File: config.mk
export PLATFORM = sky130hd
export DESIGN_NAME = coherence_bus_ctrl_flat
export DESIGN_NICKNAME = d
export VERILOG_FILES = /design/src/rtl/coherence_bus_ctrl_pkg.sv /design/src/rtl/coherence_bus_ctrl_if.sv /design/src/rtl/coherence_bus_ctrl_rr_arbiter.sv /design/src/rtl/coherence_bus_ctrl.sv /design/src/flat_wrapper.sv
export SDC_FILE = /design/constraint.sdc
export NUM_CORES = 1
export LEC_CHECK = 0
export CAP_MARGIN = 40
export CORE_UTILIZATION = 45
export DETAILED_ROUTE_END_ITERATION = 10
export PLACE_DENSITY = 0.89
export SLEW_MARGIN = 10
export SYNTH_ARGS = -nofsm -noshare
export SYNTH_HDL_FRONTEND = slang
export SYNTH_SLANG_ARGS = --single-unit
File: constraint.sdc
create_clock -name clk -period 5.26 [get_ports clk]
set_input_delay 1.052 -clock clk [delete_from_list [all_inputs] [get_ports clk]]
set_output_delay 1.052 -clock clk [all_outputs]
set_load 0.005 [all_outputs]
File: src/rtl/coherence_bus_ctrl_pkg.sv
// Shared types for the MSI snooping bus: request kinds, controller states, line index width.
package coherence_bus_ctrl_pkg;

    localparam int BOCI_W = 11;

    typedef enum logic [1:0] {BR_NONE, BR_RM, BR_WM, BR_INV} bus_req_t;

    typedef enum logic [2:0] {IDLE, SNOOP, MEM_RD, FLUSH, GRANT} bus_state_t;

endpackage

File: src/rtl/coherence_bus_ctrl_if.sv
// Snooping bus bundle between the cache controllers / memory and the bus controller.
// master = bus controller, slave = caches and unified memory.
interface coherence_bus_ctrl_if #(
    parameter int NUM_CORES = 2,
    parameter int ADDR_W    = 13,
    parameter int DATA_W    = 16,
    parameter int IDX_W     = 11,
    localparam int OW       = (NUM_CORES > 1) ? $clog2(NUM_CORES) : 1
);
    logic [NUM_CORES-1:0]        req_rm;
    logic [NUM_CORES-1:0]        req_wm;
    logic [NUM_CORES-1:0]        req_inv;
    logic [NUM_CORES*ADDR_W-1:0] req_addr;
    logic [NUM_CORES-1:0]        snoop_found;
    logic [NUM_CORES*DATA_W-1:0] snoop_data;
    logic                        mem_rdy;
    logic [DATA_W-1:0]           mem_rdata;
    logic [NUM_CORES-1:0]        grant;
    logic [DATA_W-1:0]           bus_data;
    logic [IDX_W-1:0]            boci;
    logic [NUM_CORES-1:0]        snoop_search;
    logic [NUM_CORES-1:0]        snoop_inv;
    logic                        mem_re;
    logic                        mem_we;
    logic [ADDR_W-1:0]           mem_addr;
    logic [DATA_W-1:0]           mem_wdata;
    logic                        bus_busy;
    logic [OW-1:0]               bus_owner;

    modport master (
        input  req_rm, req_wm, req_inv, req_addr, snoop_found, snoop_data, mem_rdy, mem_rdata,
        output grant, bus_data, boci, snoop_search, snoop_inv, mem_re, mem_we, mem_addr,
               mem_wdata, bus_busy, bus_owner
    );

    modport slave (
        output req_rm, req_wm, req_inv, req_addr, snoop_found, snoop_data, mem_rdy, mem_rdata,
        input  grant, bus_data, boci, snoop_search, snoop_inv, mem_re, mem_we, mem_addr,
               mem_wdata, bus_busy, bus_owner
    );

endinterface

File: src/rtl/coherence_bus_ctrl_rr_arbiter.sv
// Combinational round-robin pick: first pending core above last_owner, wrapping.
// Zero latency; no backpressure (parent samples the result only in IDLE).
module coherence_bus_ctrl_rr_arbiter #(
    parameter int NUM_CORES = 2,
    localparam int OW       = (NUM_CORES > 1) ? $clog2(NUM_CORES) : 1
) (
    input  logic [NUM_CORES-1:0] pending,
    input  logic [OW-1:0]        last_owner,
    output logic [NUM_CORES-1:0] win_oh,
    output logic [OW-1:0]        win_idx,
    output logic                 any_vld
);

    int cand;

    always_comb begin
        win_oh  = '0;
        win_idx = '0;
        any_vld = 1'b0;
        cand    = 0;
        for (int i = 1; i <= NUM_CORES; i++) begin
            cand = int'(last_owner) + i;
            if (cand >= NUM_CORES) cand = cand - NUM_CORES;
            for (int j = 0; j < NUM_CORES; j++) begin
                if (j == cand && !any_vld && pending[j]) begin
                    any_vld   = 1'b1;
                    win_idx   = OW'(j);
                    win_oh[j] = 1'b1;
                end
            end
        end
    end

endmodule

File: src/rtl/coherence_bus_ctrl.sv
// MSI snooping bus controller: round-robin arbitration, snoop broadcast, peer/memory sourcing.
// Grant 2 cycles after the IDLE sample (peer/invalidate) or 2+k (memory/flush); mem_rdy stalls.
module coherence_bus_ctrl
    import coherence_bus_ctrl_pkg::*;
#(
    parameter int NUM_CORES = 2,
    parameter int ADDR_W    = 13,
    parameter int DATA_W    = 16,
    parameter int IDX_W     = BOCI_W,
    localparam int OW       = (NUM_CORES > 1) ? $clog2(NUM_CORES) : 1
) (
    input logic               clk,
    input logic               rst_n,
    coherence_bus_ctrl_if.master bus
);

    bus_state_t           state_q, state_d;
    bus_req_t             kind_q, kind_d, kind_sel;
    logic [OW-1:0]        owner_q, owner_d, last_owner_q, last_owner_d, win_idx;
    logic [ADDR_W-1:0]    addr_q, addr_d, addr_sel;
    logic [DATA_W-1:0]    bus_data_q, bus_data_d, mem_wdata_q, mem_wdata_d, peer_dat;
    logic [IDX_W-1:0]     boci_q, boci_d;
    logic [NUM_CORES-1:0] grant_q, grant_d, search_q, search_d, inv_q, inv_d;
    logic [NUM_CORES-1:0] win_oh, owner_oh;
    logic                 mem_re_q, mem_re_d, mem_we_q, mem_we_d, any_vld, peer_vld;

    coherence_bus_ctrl_rr_arbiter #(.NUM_CORES(NUM_CORES)) u_arb (
        .pending    (bus.req_rm | bus.req_wm | bus.req_inv),
        .last_owner (last_owner_q),
        .win_oh     (win_oh),
        .win_idx    (win_idx),
        .any_vld    (any_vld)
    );

    always_comb begin
        addr_sel = '0;
        kind_sel = BR_NONE;
        for (int j = 0; j < NUM_CORES; j++) begin
            if (win_oh[j]) begin
                addr_sel = bus.req_addr[j*ADDR_W +: ADDR_W];
                if (bus.req_wm[j])       kind_sel = BR_WM;
                else if (bus.req_inv[j]) kind_sel = BR_INV;
                else                     kind_sel = BR_RM;
            end
        end
    end

    // Descending scan so the lowest-index non-owner responder supplies the word.
    always_comb begin
        peer_vld = 1'b0;
        peer_dat = '0;
        for (int j = NUM_CORES - 1; j >= 0; j--) begin
            if (bus.snoop_found[j] && OW'(j) != owner_q) begin
                peer_vld = 1'b1;
                peer_dat = bus.snoop_data[j*DATA_W +: DATA_W];
            end
        end
    end

    always_comb begin
        state_d      = state_q;
        kind_d       = kind_q;
        owner_d      = owner_q;
        last_owner_d = last_owner_q;
        addr_d       = addr_q;
        bus_data_d   = bus_data_q;
        mem_wdata_d  = mem_wdata_q;
        case (state_q)
            IDLE: if (any_vld) begin
                owner_d = win_idx;
                addr_d  = addr_sel;
                kind_d  = kind_sel;
                state_d = SNOOP;
            end
            SNOOP: begin
                if (kind_q == BR_INV) begin
                    state_d = GRANT;
                end else if (peer_vld) begin
                    bus_data_d = peer_dat;
                    if (kind_q == BR_RM) begin
                        mem_wdata_d = peer_dat;
                        state_d     = FLUSH;
                    end else begin
                        state_d = GRANT;
                    end
                end else begin
                    state_d = MEM_RD;
                end
            end
            MEM_RD: if (bus.mem_rdy) begin
                bus_data_d = bus.mem_rdata;
                state_d    = GRANT;
            end
            FLUSH: if (bus.mem_rdy) state_d = GRANT;
            GRANT: begin
                last_owner_d = owner_q;
                state_d      = IDLE;
            end
            default: state_d = IDLE;
        endcase

        // Strobes are decoded from the next state so they are registered yet align with it.
        owner_oh = NUM_CORES'(1) << owner_d;
        boci_d   = (state_d == SNOOP) ? IDX_W'(addr_d >> 2) : boci_q;
        search_d = (state_d == SNOOP) ? ~owner_oh : '0;
        inv_d    = (state_d == SNOOP && kind_d != BR_RM) ? ~owner_oh : '0;
        mem_re_d = (state_d == MEM_RD);
        mem_we_d = (state_d == FLUSH);
        grant_d  = (state_d == GRANT) ? owner_oh : '0;
    end

    always_ff @(posedge clk or negedge rst_n) begin
        if (!rst_n) begin
            state_q      <= IDLE;
            kind_q       <= BR_NONE;
            owner_q      <= OW'(NUM_CORES - 1);
            last_owner_q <= OW'(NUM_CORES - 1);
            addr_q       <= '0;
            bus_data_q   <= '0;
            mem_wdata_q  <= '0;
            boci_q       <= '0;
            grant_q      <= '0;
            search_q     <= '0;
            inv_q        <= '0;
            mem_re_q     <= 1'b0;
            mem_we_q     <= 1'b0;
        end else begin
            state_q      <= state_d;
            kind_q       <= kind_d;
            owner_q      <= owner_d;
            last_owner_q <= last_owner_d;
            addr_q       <= addr_d;
            bus_data_q   <= bus_data_d;
            mem_wdata_q  <= mem_wdata_d;
            boci_q       <= boci_d;
            grant_q      <= grant_d;
            search_q     <= search_d;
            inv_q        <= inv_d;
            mem_re_q     <= mem_re_d;
            mem_we_q     <= mem_we_d;
        end
    end

    assign bus.grant        = grant_q;
    assign bus.bus_data     = bus_data_q;
    assign bus.boci         = boci_q;
    assign bus.snoop_search = search_q;
    assign bus.snoop_inv    = inv_q;
    assign bus.mem_re       = mem_re_q;
    assign bus.mem_we       = mem_we_q;
    assign bus.mem_addr     = addr_q;
    assign bus.mem_wdata    = mem_wdata_q;
    assign bus.bus_busy     = (state_q != IDLE);
    assign bus.bus_owner    = owner_q;

endmodule

File: src/flat_wrapper.sv
// flat-port wrapper written by rule: the top's interface ports become plain ports
module coherence_bus_ctrl_flat import coherence_bus_ctrl_pkg::*;
#(
    parameter int NUM_CORES = 2,
    parameter int ADDR_W    = 13,
    parameter int DATA_W    = 16,
    parameter int IDX_W     = BOCI_W,
    localparam int OW       = (NUM_CORES > 1) ? $clog2(NUM_CORES) : 1
)
  (clk, rst_n, bus_req_rm, bus_req_wm, bus_req_inv, bus_req_addr, bus_snoop_found, bus_snoop_data, bus_mem_rdy, bus_mem_rdata, bus_grant, bus_bus_data, bus_boci, bus_snoop_search, bus_snoop_inv, bus_mem_re, bus_mem_we, bus_mem_addr, bus_mem_wdata, bus_bus_busy, bus_bus_owner);
  coherence_bus_ctrl_if #(.NUM_CORES(NUM_CORES), .ADDR_W(ADDR_W), .DATA_W(DATA_W), .IDX_W(IDX_W)) bus_i ();
  input logic clk;
  input logic rst_n;
  input wire logic [$bits(bus_i.req_rm)-1:0] bus_req_rm;
  input wire logic [$bits(bus_i.req_wm)-1:0] bus_req_wm;
  input wire logic [$bits(bus_i.req_inv)-1:0] bus_req_inv;
  input wire logic [$bits(bus_i.req_addr)-1:0] bus_req_addr;
  input wire logic [$bits(bus_i.snoop_found)-1:0] bus_snoop_found;
  input wire logic [$bits(bus_i.snoop_data)-1:0] bus_snoop_data;
  input wire logic [$bits(bus_i.mem_rdy)-1:0] bus_mem_rdy;
  input wire logic [$bits(bus_i.mem_rdata)-1:0] bus_mem_rdata;
  output wire logic [$bits(bus_i.grant)-1:0] bus_grant;
  output wire logic [$bits(bus_i.bus_data)-1:0] bus_bus_data;
  output wire logic [$bits(bus_i.boci)-1:0] bus_boci;
  output wire logic [$bits(bus_i.snoop_search)-1:0] bus_snoop_search;
  output wire logic [$bits(bus_i.snoop_inv)-1:0] bus_snoop_inv;
  output wire logic [$bits(bus_i.mem_re)-1:0] bus_mem_re;
  output wire logic [$bits(bus_i.mem_we)-1:0] bus_mem_we;
  output wire logic [$bits(bus_i.mem_addr)-1:0] bus_mem_addr;
  output wire logic [$bits(bus_i.mem_wdata)-1:0] bus_mem_wdata;
  output wire logic [$bits(bus_i.bus_busy)-1:0] bus_bus_busy;
  output wire logic [$bits(bus_i.bus_owner)-1:0] bus_bus_owner;
  assign bus_i.req_rm = bus_req_rm;
  assign bus_i.req_wm = bus_req_wm;
  assign bus_i.req_inv = bus_req_inv;
  assign bus_i.req_addr = bus_req_addr;
  assign bus_i.snoop_found = bus_snoop_found;
  assign bus_i.snoop_data = bus_snoop_data;
  assign bus_i.mem_rdy = bus_mem_rdy;
  assign bus_i.mem_rdata = bus_mem_rdata;
  assign bus_grant = bus_i.grant;
  assign bus_bus_data = bus_i.bus_data;
  assign bus_boci = bus_i.boci;
  assign bus_snoop_search = bus_i.snoop_search;
  assign bus_snoop_inv = bus_i.snoop_inv;
  assign bus_mem_re = bus_i.mem_re;
  assign bus_mem_we = bus_i.mem_we;
  assign bus_mem_addr = bus_i.mem_addr;
  assign bus_mem_wdata = bus_i.mem_wdata;
  assign bus_bus_busy = bus_i.bus_busy;
  assign bus_bus_owner = bus_i.bus_owner;
  coherence_bus_ctrl #(.NUM_CORES(NUM_CORES), .ADDR_W(ADDR_W), .DATA_W(DATA_W), .IDX_W(IDX_W)) u_core (.clk(clk), .rst_n(rst_n), .bus(bus_i));
endmodule
==> metrics, run 1 <==
XOR/XNOR Fraction of Synth Area=0%; clock tree buffer depth=2; outcome=complete, no violations; Clock Latency Late Sink=0.35 ns; Routed WL per cell=roughly 17 microns; Syn Nets=400; fill count=480; arrival time worst endpoint=between 3 and 4 ns; Initial Utilization=47.1%; Syn Area/Cell=roughly 10 sq um; Post-Synth Simple-Gate Area=13.7%; compound-gate portion of the synthesized area=19.8%; Clock Pin Slew Worst Setup and Hold Paths=0.07 ns; Synth async-reset ratio=100%; Avg Vias per Cell=5.30; crit-path max FO=15; DR DRC count=0; Power Dens Cells=528 nW/um^2; first-pass GRT wire length=14700 microns; WHS Path Cells=2; Initial DRT Pass Iterations=5; IO buf count=150; dpl ws=just under 2 ns; CTS Hold Buffers Added=0; Lkg Pwr=roughly 0.0021 uW; root buffer cell=clkbuf_8; EDFF count, synth=0; layout cells sized above 1=a little over an eighth; GRT Resource Usage Total=26.3%; Synth top area share=53.1%; leading cell types in the layout, fill and taps excluded=clkdlybuf4s50_1 (149), dfrtp_1 (69), nand2_1 (43), nor2_1 (32), a21oi_1 (23); Hold Fails Final Rpt=0; Total Nets Final=549; Post-synth top flop=dfrtp_1; die area=7580 sq um; largest area contributor in the netlist=dfrtp_1; Final Cycle Share=55.7%; antenna fix cells=0; post-synthesis sequential area ratio=54.7%; type of origin of the critical path=primary input; CP max stage delay=0.71 ns; Syn Inst Count=315; DP HPWL=7210 microns; most common cell after layout, fill and taps aside=clkdlybuf4s50_1; Slew @ Worst Pin=0.769 ns; largest net degree at the start of global routing=69; Max transition margin=48.6%; DR vias=2992; clock sink count=71; TritonCTS clock tree=yes; Synth-to-Final Area Change=55.8%; Synth Register Bits=71; combinational family with the most area after synthesis=compound AO/OA/AOI/OAI gates; CTS buffer count=9; Final Max Slew Viols=0; grt total ovfl=0; critical path class=in -> reg; synth top area cells=dfrtp_1 (53%), mux2_2 (5.9%), nand2_1 (5.0%); worst r2r path cells=5; setup ws final=2.33 ns; core area=around 6900 sq um; setup_tns=0 ns; post-cts resize count=0; slowest CP cell=a211oi_4; CP Data Required Time=about 5.5 ns; type of the worst min-delay path=reg -> reg; DIE WIDTH=87.0 microns; mux cell area share after synthesis=6.19%; endpoints failing setup=0; 1st-iter DRT viols=around 150; IO Count=151; Rows=30; Yosys warning total=0; number of antenna violations at the first check in global routing=0; # Post-CTS Setup Buffers=0; Fin Clk Skew=between 0.009 and 0.01 ns; Die Y-Extent=between 80 and 90 microns; Final Wtd Congestion=0.894; CP Capture Type=register; maxcap violations=0; fmax=342 MHz; minimum clock period=2.93 ns; adder-cell share of the synthesized area=0%; worst ir drop on vdd=0.336 mV; vias in the first global route=3014; distinct cell type count after synthesis=between 40 and 50; crit-path cells=clkdlybuf4s50_1, or3_1, a211oi_4, a22oi_1, a21oi_1; mapped cell area=3250 sq um; wirelength, routed=9560 microns; H-tree levels=3; antenna violation net count after detailed routing=0; unrepaired setup endpoints after global routing=no
-- layout make-up --
class                      count  area, sq um  share of cell area [%]
clock buffer                  11          151                    2.99
clock inverter                 5         56.3                    1.11
inverter                      20         75.1                    1.48
multi-input combinational    206         1290                    25.5
sequential                    71         1780                    35.1
tap                           96          120                    2.37
timing repair buffer         156         1600                    31.5
-- metal layers --
metal	track usage [%]	part of all wire (%)	vias up
met5	0	0	-
met4	14.7	4.3	0
met3	7.87	7.5	32
met2	43.7	49	142
met1	30.3	39	1423
li1	-	-	1395
-- registers in the layout (all words and copies together), names as in the netlist --
signal	count
u_core.bus.boci	11
u_core.bus.mem_re	1
u_core.bus.mem_addr	13
u_core.kind_q	2
u_core.bus.snoop_search	2
u_core.bus.grant	2
u_core.bus.bus_data	16
u_core.bus.mem_wdata	16
u_core.bus.snoop_inv	2
u_core.last_owner_q	1
u_core.bus.mem_we	1
u_core.bus.bus_owner	1
u_core.state_q	3
-- synthesized netlist by cell type (all sizes together), types with 2 or more instances --
cell type	n
a21boi	3
a21oi	30
a222oi	2
a22oi	27
and2	2
buf	13
clkbuf	5
dfrtp	69
dfstp	2
inv	20
mux2	17
nand2	43
nand2b	4
nand3b	2
nor2	32
nor2b	3
nor3	4
nor3b	3
o211ai	2
o21ai	20
or3	2
-- where the power goes --
part           internal, uW  switching (uW)  leakage [uW]
Clock                   244             204      0.000105
Combinational           704             589       0.00115
Sequential              787             149      0.000882
-- cell families after synthesis --
logic type / count (synthesis)
AOI/OAI and AO/OA: 91
DFF: 71
and+or+nand+nor: 97
muxes: 18
buffers and inverters: 38
-- per-stage QoR --
step / util (%) / power (uW) / instance area (sq um) / hold slack [ns] / cells
6_report: 73.4 / 2680 / 5070 / 0.471 / 565
5_1_grt: 73.4 / 2850 / 5070 / 0.485 / 565
4_1_cts: 73.4 / 2690 / 5070 / 0.481 / 565
3_5_place_dp: 70.4 / 2230 / 4860 / 0.460 / 549
3_3_place_gp: 69.1 / 2150 / 4770 / 0.452 / 544
2_1_floorplan: - / 1560 / 3250 / 0.463 / 315
-- worst paths after layout --
path / from / end / slack, ns
worst max register to register: u_core.bus.bus_owner / u_core.bus.mem_re / 3.11
max in group asynchronous: rst_n / u_core.bus.bus_owner / 4.21
worst min-delay path: u_core.bus.mem_addr[8] / u_core.bus.mem_addr[8] / 0.47
min in group asynchronous: rst_n / u_core.bus.bus_data[8] / 0.50
worst max-delay path: bus_req_wm[1] / u_core.bus.boci[10] / 2.33
worst min register to register: u_core.bus.mem_addr[8] / u_core.bus.mem_addr[8] / 0.47
-- critical path: cells and delay by family --
kind	cells	cell delay [ns]
buf+inv	1	0.51
compound gates	3	1.14
simple gates	1	0.47
No activity file was read; power rests on OpenSTA's default activity.
==> run 2: changes to the inputs <==
Settings changed: CORE_UTILIZATION 45 to 41, PLACE_DENSITY 0.89 to 0.83.
Clock period 5.26 ns to 2.9 ns, I/O delays scaled along.
==> run 2 against run 1 <==
Clock skew grew 0.0030 ns. Highest routed layer unchanged. Flip-flop and latch count unchanged. Critical endpoint is now bus_bus_busy. Utilization shrank 7.6 points. Critical path depth decreased by 3. Critical path type is now reg -> out.
==> metrics, run 2 (synthesized netlist as in run 1, its figures left out) <==
outcome=complete, no violations; 1st-iter DRT viols=161; Power Dens Cells=952 nW/um^2; leading cell types in the layout, fill and taps excluded=clkdlybuf4s50_1 (149), dfrtp_1 (69), nand2_1 (43), nor2_1 (32), a21oi_1 (23); post-route cell area=5060 sq um; type of the worst min-delay path=in -> async; Crit path max-delay family=simple AND/OR/NAND/NOR gates; minimum clock period=between 2 and 2.5 ns; H-tree levels=3; IO Count=151; worst ir drop on vdd=roughly 0.58 mV; number of antenna violations at the first check in global routing=0; CP Data Required Time=2.32 ns; CP startpoint=u_core.state_q[2]; Total Nets Final=552; antenna fix cells=0; arrival time worst endpoint=between 1.5 and 2 ns; DR DRC count=0; Max transition margin=49.6%; clock sink count=71; first-pass GRT wire length=15100 microns; crit-path max FO=9; layout cells sized above 1=between 10% and 20%; Rows=32; crit-path cells=or3_4, clkdlybuf4s50_1; Fin Clk Skew=~0.012 ns; root buffer cell=clkbuf_8; Core Util, Final=65.8%; TritonCTS clock tree=yes; # Post-CTS Setup Buffers=0; Post-Layout Cell Count=approximately 570; vias in the first global route=3031; Final Max Slew Viols=0; die area=between 8000 and 9000 sq um; Initial Utilization=42.3%; Slew @ Worst Pin=between 0.7 and 0.8 ns; maxcap violations=0; wirelength, routed=9440 microns; clock tree buffer depth=2; GRT Resource Usage Total=23.8%; largest net degree at the start of global routing=72; Die Y-Extent=91.1 microns; CTS Hold Buffers Added=0; post-cts resize count=0; IO buf count=150; Final Cycle Share=81.1%; CP max stage delay=0.50 ns; most common cell after layout, fill and taps aside=clkdlybuf4s50_1; Post-Place Cells=558; antenna violation net count after detailed routing=0; DIE WIDTH=91.1 microns; CP Capture Type=output port; unrepaired setup endpoints after global routing=no; type of origin of the critical path=register; Initial DRT Pass Iterations=5; WP buf/inv=1; DP HPWL=7060 microns; Reg-to-Reg Start=u_core.state_q[2]; Placed Instance Area=just under 5000 sq um; Final Wtd Congestion=~0.84; Hold Fails Final Rpt=0; Routed WL per cell=between 15 and 20 microns; core area=7690 sq um; slowest CP cell=or3_4; grt total ovfl=0; critical path class=reg -> out; DR vias=2924; Lkg Pwr=0.00212 uW; endpoints failing setup=0; CTS buffer count=9; Tot Pwr=4810 uW; Clock Pin Slew Worst Setup and Hold Paths=roughly 0.09 ns; setup_tns=0 ns; fmax=425 MHz; Synth-to-Final Area Change=55.4%; Clock Latency Late Sink=~0.35 ns; Avg Vias per Cell=between 5 and 6
[run 2: cell count changes in the layout (fill, tap and decap cells not counted), moves of 2 or more]
cell,change
buf_16,-2
buf_4,+4
clkbuf_8,-2
clkinvlp_4,+3
[run 2: final cells by class]
cell class | count | area [sq um]
clock buffer | 9 | 124
fill | 602 | 2630
timing repair buffer | 159 | 1580
inverter | 20 | 75.1
sequential | 71 | 1780
tap | 102 | 128
clock inverter | 7 | 73.8
multi-input combinational | 206 | 1290
[run 2: power breakdown]
part / internal (uW) / total (uW) / switching (uW) / leakage [uW]
combinational: 1270 / 2340 / 1070 / 0.00115
sequential: 1430 / 1690 / 262 / 0.000882
clock: 396 / 782 / 385 / 0.0000875
[run 2: per-layer routing]
metal / GRT usage, % / vias to the layer above / wire length [microns]
met3: 5.95 / 21 / 524
met5: 0 / - / 0
met2: 39.8 / 108 / 4820
met4: 11.2 / 0 / 285
met1: 28.7 / 1406 / 3810
li1: - / 1389 / -
[run 2: final timing paths]
kind / to / slack (ns) / cells after the start
worst min register to register: u_core.bus.mem_addr[5] / 0.47 / 2
min in group clk: u_core.bus.mem_addr[5] / 0.47 / 2
worst min-delay path: u_core.bus.mem_addr[0] / 0.22 / 2
max in group asynchronous: u_core.last_owner_q / 2.30 / 2
worst max-delay path: bus_bus_busy / 0.55 / 2
worst max register to register: u_core.bus.boci[7] / 0.81 / 4
[run 2: through the flow]
step           hold WS (ns)  worst slack (ns)
2_1_floorplan         0.284              1.09
3_3_place_gp          0.451             0.469
3_5_place_dp          0.456             0.353
4_1_cts               0.255             0.528
5_1_grt               0.250             0.483
6_report              0.223             0.548
==> RTL change 1 (settings of run 2) <==
The 4 values of `bus_req_t` get a one-hot encoding in 4 bits.
--- a/src/rtl/coherence_bus_ctrl_pkg.sv
+++ b/src/rtl/coherence_bus_ctrl_pkg.sv
@@ -3,7 +3,7 @@
 
     localparam int BOCI_W = 11;
 
-    typedef enum logic [1:0] {BR_NONE, BR_RM, BR_WM, BR_INV} bus_req_t;
+    typedef enum logic [3:0] {BR_NONE = 4'b0001, BR_RM = 4'b0010, BR_WM = 4'b0100, BR_INV = 4'b1000} bus_req_t;
 
     typedef enum logic [2:0] {IDLE, SNOOP, MEM_RD, FLUSH, GRANT} bus_state_t;
 
Function: same outputs for any inputs over 4 cycles, from zero or initial values and one cycle with rst_n low; so few cycles prove little.
==> RTL change 1 against run 2 <==
Synthesized cell count is 0.32% lower; sequential cell count is 2 higher; wire length is 0.82% lower; area after synthesis is 2.4% higher; clock power is 23% higher; cell area is 2.0% higher; highest routed layer unchanged; global-route usage is 0.81 points lower; critical path depth stayed put; via count is 1.2% higher; total power is 7.9% higher; fmax is 2.6% higher; setup slack better by 0.059 ns.
==> RTL change 1: results (changes against run 2) <==
** Outcome
- Outcome :: finished, final reports clean (unchanged)

** Layout
- Fraction of layout instances using a drive strength above 1 :: 14.3% (was 13.6%)
- The register cell area after layout was 0.00183 mm^2 (was 0.00178 mm^2).

** Placed design
- Routability congestion estimate from global placement :: 0.853 (was 0.843)
- Setup slack at placement :: 0.299 ns (was 0.353 ns)
- Detailed placement HPWL :: 7.02 mm (was 7.06 mm)
- Post-place instance area :: 0.00491 mm^2 (was 0.00486 mm^2)

** Drt
- First-iteration detailed-routing DRC count :: 177 (was 161)
- Final Routed Wirelength :: 9.36 mm (was 9.44 mm)
- The met3 wire length was 771 um (was 524 um).

** Global route
- GR Util All Layers :: 22.9% (was 23.8%)
- The met3 usage came to 5.39% (was 5.95%).
- The maximum number of pins on one net before global-route repair came to 39 (was 72).

** Timing
- The maximum operating frequency is 0.436 GHz (was 0.425 GHz).
- The worst clock skew was 0.00854 ns (was 0.0120 ns).

** Worst setup path
- Worst reg2reg startpoint :: u_core.bus.bus_owner (was u_core.state_q[2])
- The beginning of the critical path is u_core.state_q[1] (was u_core.state_q[2]).
- The worst stage delay on the critical path came to 0.48 ns (was 0.50 ns).

** Power
- The cell internal power dissipation was 3.47 mW (was 3.09 mW).
- The clock group power was 0.959 mW (was 0.782 mW).
- Highest ir drop seen on vdd :: 503 uV (was 581 uV)
- The power drawn by the combinational cells is 2.45 mW (was 2.34 mW).

** Synthesis
- Post-Syn Instances :: 314 (was 315)
- Main area contributors after synthesis: sky130_fd_sc_hd__dfrtp_1 (53%), sky130_fd_sc_hd__a22oi_1 (6.1%), sky130_fd_sc_hd__nand2_1 (5.6%) (was sky130_fd_sc_hd__dfrtp_1 (53%), sky130_fd_sc_hd__mux2_2 (5.9%), sky130_fd_sc_hd__nand2_1 (5.0%)).
- List of most frequent post-synthesis cells :: sky130_fd_sc_hd__dfrtp_1 (70), sky130_fd_sc_hd__nand2_1 (50), sky130_fd_sc_hd__nor2_1 (38) (was sky130_fd_sc_hd__dfrtp_1 (69), sky130_fd_sc_hd__nand2_1 (43), sky130_fd_sc_hd__nor2_1 (32))
- The distinct cell type count after synthesis is 40 (was 41).
## RTL change 1: changes by cell type after synthesis, sizes merged, moves of 4 or more
cell / delta
nand2: +7
nor2: +8
inv: -12
o21ai: -16
a21oi: +7
clkbuf: +4
## RTL change 1: worst reg2reg max path, stage by stage (launching register included)
cell and delay [ns]:
sky130_fd_sc_hd__dfstp_2 0.59, sky130_fd_sc_hd__mux2i_1 0.53, sky130_fd_sc_hd__nor2_2 0.12, sky130_fd_sc_hd__a21oi_4 0.13
sky130_fd_sc_hd__buf_4 0.30, sky130_fd_sc_hd__mux2_2 0.38
## RTL change 1: layout make-up
class / count / share of cell area (%)
clock buffer: 11 / 2.74
clock inverter: 5 / 1.99
inverter: 8 / 0.583
multi-input combinational: 214 / 26.2
sequential: 73 / 35.5
tap: 102 / 2.48
timing repair buffer: 158 / 30.5
## RTL change 1: cell families after synthesis
group           Yosys count  synth area share (%)
buf+inv                  27                  4.51
mux                      17                  6.83
flops                    73                  54.9
simple gates            116                  15.9
compound gates           81                  17.8
==> RTL change 2 (settings of run 2) <==
Made on the original files. `DATA_W` is set to 16 in 3 places; all go to 14.
--- a/src/rtl/coherence_bus_ctrl_if.sv
+++ b/src/rtl/coherence_bus_ctrl_if.sv
@@ -3,7 +3,7 @@
 interface coherence_bus_ctrl_if #(
     parameter int NUM_CORES = 2,
     parameter int ADDR_W    = 13,
-    parameter int DATA_W    = 16,
+    parameter int DATA_W    = 14,
     parameter int IDX_W     = 11,
     localparam int OW       = (NUM_CORES > 1) ? $clog2(NUM_CORES) : 1
 );
--- a/src/rtl/coherence_bus_ctrl.sv
+++ b/src/rtl/coherence_bus_ctrl.sv
@@ -5,7 +5,7 @@
 #(
     parameter int NUM_CORES = 2,
     parameter int ADDR_W    = 13,
-    parameter int DATA_W    = 16,
+    parameter int DATA_W    = 14,
     parameter int IDX_W     = BOCI_W,
     localparam int OW       = (NUM_CORES > 1) ? $clog2(NUM_CORES) : 1
 ) (
--- a/src/flat_wrapper.sv
+++ b/src/flat_wrapper.sv
@@ -3,7 +3,7 @@
 #(
     parameter int NUM_CORES = 2,
     parameter int ADDR_W    = 13,
-    parameter int DATA_W    = 16,
+    parameter int DATA_W    = 14,
     parameter int IDX_W     = BOCI_W,
     localparam int OW       = (NUM_CORES > 1) ? $clog2(NUM_CORES) : 1
 )
Ports: changed (resized bus_bus_data, bus_mem_rdata, bus_mem_wdata and bus_snoop_data); port bits go from 151 to 141. The function was not compared with the original's and may differ.
==> RTL change 2 against run 2 <==
Count of clock-buffer cells in the layout increased by 6; wire length decreased by 13%; highest routed layer unchanged; non-clock buffer count decreased by 11; sequential power decreased by 4%; sequential share of layout area increased by 0.80 points; clock power increased by 2%; largest power group unchanged; area after synthesis decreased by 10%; synthesized cell count decreased by 11%; cell area decreased by 7.7%; total power decreased by 5.1%; setup slack got worse by 0.057 ns; sequential cell count decreased by 4; final cell count decreased by 8.4%.
==> RTL change 2: results (changes against run 2) <==
** Layout
- The number of non-filler instances in the completed layout was 526 (was 574).
- Fraction of layout instances using a drive strength above 1 :: 10.2% (was 13.6%)
- Non-clock buffer count in the final layout :: 148 (was 159)
- Number of combinational gates with multiple inputs :: 184 (was 206)
- Clock buffers :: 15 (was 9)
- Share of the core filled with cells :: 68.3% (was 65.8%)
- The share of cell area taken by multi-input logic gates was 24.2% (was 25.6%).
- The sequential cell area share is 36.0% (was 35.2%).
- Net count of the finished layout :: 504 (was 552)
- The number of ordinary inverters in the final layout was 15 (was 20).

** Placed design
- Routability congestion estimate from global placement :: 0.851 (was 0.843)
- Count of placed standard cells including taps :: 510 (was 558)
- Setup slack at placement :: 0.183 ns (was 0.353 ns)
- Number of buffers inserted by port buffering :: 140 (was 150)
- The placement-stage cell area is 0.00446 mm^2 (was 0.00486 mm^2).

** Drt
- Amount of wire on met3 after detailed routing :: 656 um (was 524 um)
- First-iteration detailed-routing DRC count :: 118 (was 161)
- DR WL met2 :: 4.04 mm (was 4.82 mm)
- Routed length on met1 :: 3.38 mm (was 3.81 mm)
- DRT Pass-1 Iters :: 4 (was 5)

** Power
- Highest ir drop seen on vdd :: 557 uV (was 581 uV)

** Global route
- The total global routing track utilization came to 23.4% (was 23.8%).
- The via count of the first global-routing pass came to 2793 (was 3031).
- Global Route met1 Usage :: 28.0% (was 28.7%)
- GR Layer Usage met2 :: 39.4% (was 39.8%)

** Clock network
- The clock-pin transition on the worst setup and hold timing paths is 0.07 ns (was 0.09 ns).
- The clock latency on the worst-skew pair is 0.33 ns (was 0.35 ns).

** Synthesis
- Number of different library cells in the post-synthesis netlist :: 36 (was 41)
- Share of the synthesized area in compound gates (AO/OA/AOI/OAI) :: 16.7% (was 19.8%)
- The number of nets in the synthesized netlist was 359 (was 400).
- Sequential area share after synthesis :: 57.4% (was 54.7%)

** Worst setup path
- The count of cells along the worst register-to-register path is 5 (was 4).
- Data arrival at the endpoint of the critical path :: 1.83 ns (was 1.77 ns)
- The register-to-register setup slack came to 1.01 ns (was 0.81 ns).

** Timing
- The worst clock skew is 0.00770 ns (was 0.0120 ns).
- The clock period minus final worst setup slack was 2.41 ns (was 2.35 ns).
- The transition time at the pin with the least slew margin was 0.678 ns (was 0.754 ns).

** Outcome
- Outcome: finished, final reports clean (unchanged).
RTL change 2: cell types whose count changed after synthesis, moves of 5 or more:
cell / before / now
sky130_fd_sc_hd__nand2_1: 43 / 58
sky130_fd_sc_hd__nor2_1: 32 / 17
sky130_fd_sc_hd__a21oi_2: 7 / 0
sky130_fd_sc_hd__o21ai_0: 20 / 13
sky130_fd_sc_hd__a22oi_2: 6 / 0
sky130_fd_sc_hd__a21oi_1: 23 / 18
sky130_fd_sc_hd__inv_1: 20 / 15
RTL change 2: critical path: stages, from the launching register on:
cell                              delay (ns)
sky130_fd_sc_hd__dfrtp_1                0.47
sky130_fd_sc_hd__nor3_2                 0.38
sky130_fd_sc_hd__inv_1                  0.17
sky130_fd_sc_hd__clkdlybuf4s50_1        0.48
RTL change 2: where the power goes:
group	leakage (nW)	switching [mW]	total, mW	internal (mW)
clock network	0.104	0.331	0.801	0.470
logic	1.11	0.952	2.14	1.19
registers	0.836	0.265	1.62	1.36
total	2.05	1.55	4.56	3.02
